==> src/rtl/alu_issue_ctrl.sv <==
// Issue/capture stage for the clocked ALU: registers one request onto the ALU inputs and holds it
// for the opcode's latency, then presents the captured result. Optional ALU_ISSUE_STATS_EN adds counters.
module alu_issue_ctrl #(
  parameter int unsigned N         = 12,
  parameter int unsigned Z_W       = 16,
  parameter int unsigned SHORT_LAT = 1,
  parameter int unsigned LONG_LAT  = 4
) (
  input  logic           clk,
  input  logic           rst,
  input  logic           req_valid,
  output logic           req_ready,
  input  logic [2:0]     req_op,
  input  logic [N-1:0]   req_a,
  input  logic [N-1:0]   req_b,
  output logic [N-1:0]   alu_in1,
  output logic [N-1:0]   alu_in2,
  output logic [2:0]     alu_op,
  input  logic [N-1:0]   alu_out,
  input  logic [Z_W-1:0] alu_z,
  output logic           rsp_valid,
  input  logic           rsp_ready,
  output logic [N-1:0]   rsp_data,
  output logic [Z_W-1:0] rsp_z,
`ifdef ALU_ISSUE_STATS_EN
  output logic [15:0]    op_count,
  output logic [15:0]    long_op_count,
`endif
  output logic           busy
);

  // The counter holds the remaining wait edges, so it is loaded with latency minus one.
  localparam logic [3:0] ShortCnt = 4'(SHORT_LAT - 1);
  localparam logic [3:0] LongCnt  = 4'(LONG_LAT - 1);

  typedef enum logic [1:0] {StIdle, StWait, StResp} state_e;

  state_e         state_q, state_d;
  logic [3:0]     cnt_q, cnt_d;
  logic [N-1:0]   in1_q, in1_d, in2_q, in2_d;
  logic [2:0]     op_q, op_d;
  logic           rsp_valid_q, rsp_valid_d;
  logic [N-1:0]   data_q, data_d;
  logic [Z_W-1:0] z_q, z_d;

  always_comb begin
    state_d     = state_q;
    cnt_d       = cnt_q;
    in1_d       = in1_q;
    in2_d       = in2_q;
    op_d        = op_q;
    rsp_valid_d = rsp_valid_q;
    data_d      = data_q;
    z_d         = z_q;
    unique case (state_q)
      StIdle: begin
        if (req_valid) begin
          in1_d   = req_a;
          in2_d   = req_b;
          op_d    = req_op;
          cnt_d   = (req_op < 3'd3) ? ShortCnt : LongCnt;
          state_d = StWait;
        end
      end
      StWait: begin
        if (cnt_q == 4'd0) begin
          data_d      = alu_out;
          z_d         = alu_z;
          rsp_valid_d = 1'b1;
          state_d     = StResp;
        end else begin
          cnt_d = cnt_q - 4'd1;
        end
      end
      StResp: begin
        if (rsp_ready) begin
          rsp_valid_d = 1'b0;
          op_d        = 3'd0;
          state_d     = StIdle;
        end
      end
      default: state_d = StIdle;
    endcase
  end

  always_ff @(posedge clk or posedge rst) begin
    if (rst) begin
      state_q     <= StIdle;
      cnt_q       <= 4'd0;
      in1_q       <= '0;
      in2_q       <= '0;
      op_q        <= 3'd0;
      rsp_valid_q <= 1'b0;
      data_q      <= '0;
      z_q         <= '0;
    end else begin
      state_q     <= state_d;
      cnt_q       <= cnt_d;
      in1_q       <= in1_d;
      in2_q       <= in2_d;
      op_q        <= op_d;
      rsp_valid_q <= rsp_valid_d;
      data_q      <= data_d;
      z_q         <= z_d;
    end
  end

  assign req_ready = (state_q == StIdle);
  assign busy      = (state_q != StIdle);
  assign alu_in1   = in1_q;
  assign alu_in2   = in2_q;
  assign alu_op    = op_q;
  assign rsp_valid = rsp_valid_q;
  assign rsp_data  = data_q;
  assign rsp_z     = z_q;

`ifdef ALU_ISSUE_STATS_EN
  logic [15:0] op_count_q, long_op_count_q;
  logic        hs;

  // alu_op still holds the opcode on the handshake edge; it clears on that same edge.
  assign hs = (state_q == StResp) && rsp_ready;

  always_ff @(posedge clk or posedge rst) begin
    if (rst) begin
      op_count_q      <= 16'd0;
      long_op_count_q <= 16'd0;
    end else if (hs) begin
      op_count_q <= op_count_q + 16'd1;
      if (op_q >= 3'd3) long_op_count_q <= long_op_count_q + 16'd1;
    end
  end

  assign op_count      = op_count_q;
  assign long_op_count = long_op_count_q;
`endif

endmodule

==> config.mk <==
export PLATFORM = sky130hd
export DESIGN_NAME = alu_issue_ctrl
export DESIGN_NICKNAME = d
export VERILOG_FILES = /design/src/rtl/alu_issue_ctrl.sv
export SDC_FILE = /design/constraint.sdc
export NUM_CORES = 1
export LEC_CHECK = 0
export CAP_MARGIN = 20
export CORE_MARGIN = 10
export CORE_UTILIZATION = 42
export DETAILED_ROUTE_END_ITERATION = 6
export GPL_TIMING_DRIVEN = 0
export HOLD_SLACK_MARGIN = 0.15
export PLACE_DENSITY = 0.8
export SLEW_MARGIN = 5
export SYNTH_ARGS = -nofsm -noshare
export SYNTH_HDL_FRONTEND = slang
export SYNTH_SLANG_ARGS = --single-unit
==> constraint.sdc <==
create_clock -name clk -period 3.3 [get_ports clk]
set_clock_uncertainty 0.15 [all_clocks]
set_input_delay 0.99 -clock clk [delete_from_list [all_inputs] [get_ports clk]]
set_output_delay 0.99 -clock clk [all_outputs]
set_load 0.1 [all_outputs]
==> out/qor.txt <==
========================================================================================================
Run status                                                                                  finished clean
Setup Total Neg Slack                                                                               0 ns
Initial standard-cell utilization of the core                                                     43.18%
Largest cells by area after synthesis                                                       sky130_fd_sc_hd__dfrtp_1, sky130_fd_sc_hd__mux2_4, sky130_fd_sc_hd__mux2_2
Largest area contributor in the netlist                                                     sky130_fd_sc_hd__dfrtp_1
Synthesized area per cell                                                                      16.42 um2
Routing layer with the top usage in global route                                                    met2
Chip Width                                                                                      100.6 um
# resized after CTS                                                                                    1
Global-route met2 utilization                                                                     21.96%
Post-CTS clock slew at the launch and capture registers of the worst setup and hold paths        0.07 ns
Tot GR Track Use                                                                                  13.73%
Critical path's slowest cell                                                                sky130_fd_sc_hd__clkdlybuf4s50_1
Netlist Area Pre-Place                                                                          2726 um2
Worst-skew pair later-pin latency                                                                0.33 ns
Post-synth net total                                                                                 227
Number of setup violations in the final report                                                         0
Synthesis-stage register bit count                                                                    62
Category of the worst setup path capture point                                              primary output
Setup repair after global routing missed its margin                                                false
Instance area at placement                                                                      4004 um2
Die ar.                                                                                        10110 um2
Crit path arrival time                                                                           1.96 ns
Number of max-capacitance violations reported                                                          0
Placement row count                                                                                   29
Kind of path behind the tightest hold check                                                      reg2reg
Seq/Total Area, Yosys                                                                             56.91%
Routability cong.                                                                                 0.8377
First-pass GRT wire length                                                                      10860 um
Warnings from Yosys                                                                                    0
Total number of clock tree sinks                                                                      62
Share of layout cells above drive strength 1                                                      28.43%
Top cell type's share of synthesized area                                                         56.91%
CTS tree                                                                                             yes
Minimum clock period after layout                                                               3.096 ns
Average wire per cell in the routed design                                                      18.52 um
Via density per instance                                                                           4.864
Core ar.                                                                                        6314 um2
Count of antenna-violating nets left after detailed routing                                            0
Worst-Margin Slew                                                                               1.021 ns
Relative slew margins                                                                             31.70%
Category of the critical setup timing path                                                       reg2out
Number of ports placed on the die boundary                                                           117
Number of clock buffers inserted by TritonCTS                                                          9
Final design utilization                                                                          66.79%
Unique cell type count in the Yosys netlist                                                           27
Gate Count Post-Synth                                                                                166
Share of the clock period used by the worst path                                                  93.83%
Port buffer count                                                                                    116
HPWL after detailed placement                                                                    5431 um
Number of antenna violations at the first check in global routing                                      0
Met1 Usage GRT                                                                                    15.55%
Final-layout fill cell count                                                                         473
Number of iterations in the first detailed-routing pass                                                3
Final global-route overflow total                                                                      0
Vertical die dimension                                                                          100.6 um
Post-Layout Inst Area                                                                           4217 um2
Largest buffer count on any clock path                                                                 2
Critical Path Start Type                                                                            flop
Relative area change from synthesis to final layout                                               54.66%
WP buf/inv                                                                                             1
Critical Path Fanout Max                                                                               3
Fin nets                                                                                             355
Number of H-tree levels                                                                                3
Worst EP required                                                                                2.16 ns
Residual DRC                                                                                           0
Buffer count from post-CTS setup fixing                                                                0
Violation count after the first detailed-routing iteration                                            34
Largest delay contributor family on the critical path                                       buffers and inverters
Peak per-stage delay on the critical path                                                        1.12 ns
Footprint of the multi-input gates                                                              1057 um2
Routed WL                                                                                        6964 um
Vias in the first global route                                                                      2036
Root buffer cell                                                                            sky130_fd_sc_hd__clkbuf_8
Max Clk Rate                                                                                   322.9 MHz
Max Slew Vio Count                                                                                     0
Final count of hold timing violations                                                                  0
Cell-by-cell trace of the critical path                                                     or2_4 -> clkdlybuf4s50_1
Global Route met3 Usage                                                                           6.310%
Largest net degree at the start of global routing                                                     39
Number of antenna repair diodes                                                                        0
Hold-fix buffers, CTS                                                                                  0
Register cell area after layout                                                                 1551 um2
Detailed-route via count                                                                            1829
========================================================================================================
placed cells by master, fill, tap and decap left out, types with 4 or more instances in the layout:
| master | synthesis | final |
|---|---|---|
| sky130_fd_sc_hd__o2bb2ai_1 | 4 | 4 |
| sky130_fd_sc_hd__a21oi_1 | 5 | 5 |
| sky130_fd_sc_hd__dfrtp_1 | 62 | 62 |
| sky130_fd_sc_hd__clkdlybuf4s50_1 | 0 | 115 |
| sky130_fd_sc_hd__mux2_2 | 6 | 6 |
| sky130_fd_sc_hd__clkbuf_8 | 0 | 9 |
| sky130_fd_sc_hd__mux2_4 | 48 | 48 |
| sky130_fd_sc_hd__nor2b_1 | 4 | 4 |
| sky130_fd_sc_hd__inv_1 | 5 | 4 |
| sky130_fd_sc_hd__buf_6 | 4 | 4 |
path summary, 6_finish.rpt:
check	start	endpoint	slack, ns	cells past startpoint
setup reg to reg	cnt_q[0]	rsp_data[7]	1.35	6
setup / recovery	state_q[1]	busy	0.20	2
min in group asynchronous	rst	rsp_data[2]	0.88	2
hold / removal	alu_in2[6]	alu_in2[6]	0.35	1
hold reg to reg	alu_in2[6]	alu_in2[6]	0.35	1
max in group asynchronous	rst	rsp_data[3]	1.53	3
cell type report:
class                      instances  area share, %
inverter                           6         0.5341
tap                               77          2.285
sequential                        62          36.80
clock inverter                     6          2.047
buffer                             8          2.255
clock buffer                      10          3.027
timing repair buffer             117          27.98
multi-input combinational         90          25.07
flip-flops by register name, summed over array words and instances, names as in the netlist:
signal and flops:
rsp_valid 1, cnt_q 4, alu_in1 12, alu_in2 12, rsp_data 12, alu_op 3
rsp_z 16, state_q 2
metrics by stage:
step | setup slack [ns] | instances | hold WS (ns)
3_5_place_dp | 0.3536 | 360 | 0.3440
4_1_cts | 0.1827 | 376 | 0.3600
2_1_floorplan | 0.6186 | 166 | 0.3797
6_report | 0.2035 | 376 | 0.3544
3_3_place_gp | -0.4985 | 359 | 0.3397
5_1_grt | 0.1650 | 376 | 0.3784
kinds of logic after synthesis:
family / Yosys count / share of synthesized area (%)
and+or+nand+nor: 17 / 4.405
muxes: 55 / 29.28
AOI/OAI and AO/OA: 16 / 4.176
buffers and inverters: 14 / 4.314
adders and majority gates: 2 / 0.9177
DFF: 62 / 56.91
cells in the mapped netlist:
cell type and instances:
sky130_fd_sc_hd__nand2b_1 3, sky130_fd_sc_hd__buf_6 4, sky130_fd_sc_hd__nand2_1 1, sky130_fd_sc_hd__a21oi_1 5
sky130_fd_sc_hd__a21o_1 1, sky130_fd_sc_hd__o21ai_0 2, sky130_fd_sc_hd__mux2_2 6, sky130_fd_sc_hd__o21bai_1 1
sky130_fd_sc_hd__nor3b_2 1, sky130_fd_sc_hd__a22o_1 1, sky130_fd_sc_hd__nor3b_1 2, sky130_fd_sc_hd__a211oi_1 1
sky130_fd_sc_hd__inv_2 1, sky130_fd_sc_hd__inv_1 5, sky130_fd_sc_hd__buf_12 2, sky130_fd_sc_hd__ha_1 2
sky130_fd_sc_hd__mux2_4 48, sky130_fd_sc_hd__o211ai_2 1, sky130_fd_sc_hd__nor3_1 2, sky130_fd_sc_hd__nor2b_1 4
sky130_fd_sc_hd__or4b_2 2, sky130_fd_sc_hd__mux2i_1 1, sky130_fd_sc_hd__or2_4 1, sky130_fd_sc_hd__and2_1 1
sky130_fd_sc_hd__buf_2 2, sky130_fd_sc_hd__o2bb2ai_1 4, sky130_fd_sc_hd__dfrtp_1 62
routing by layer:
metal / vias to the layer above / part of all wire [%]
met5: - / 0
li1: 837 / -
met3: 10 / 9.4
met2: 77 / 48
met4: 0 / 1.2
met1: 905 / 41
Power is left out: the tool's default activity adds up to more than one toggle a clock period on the data nets, which glitch-free logic cannot reach.
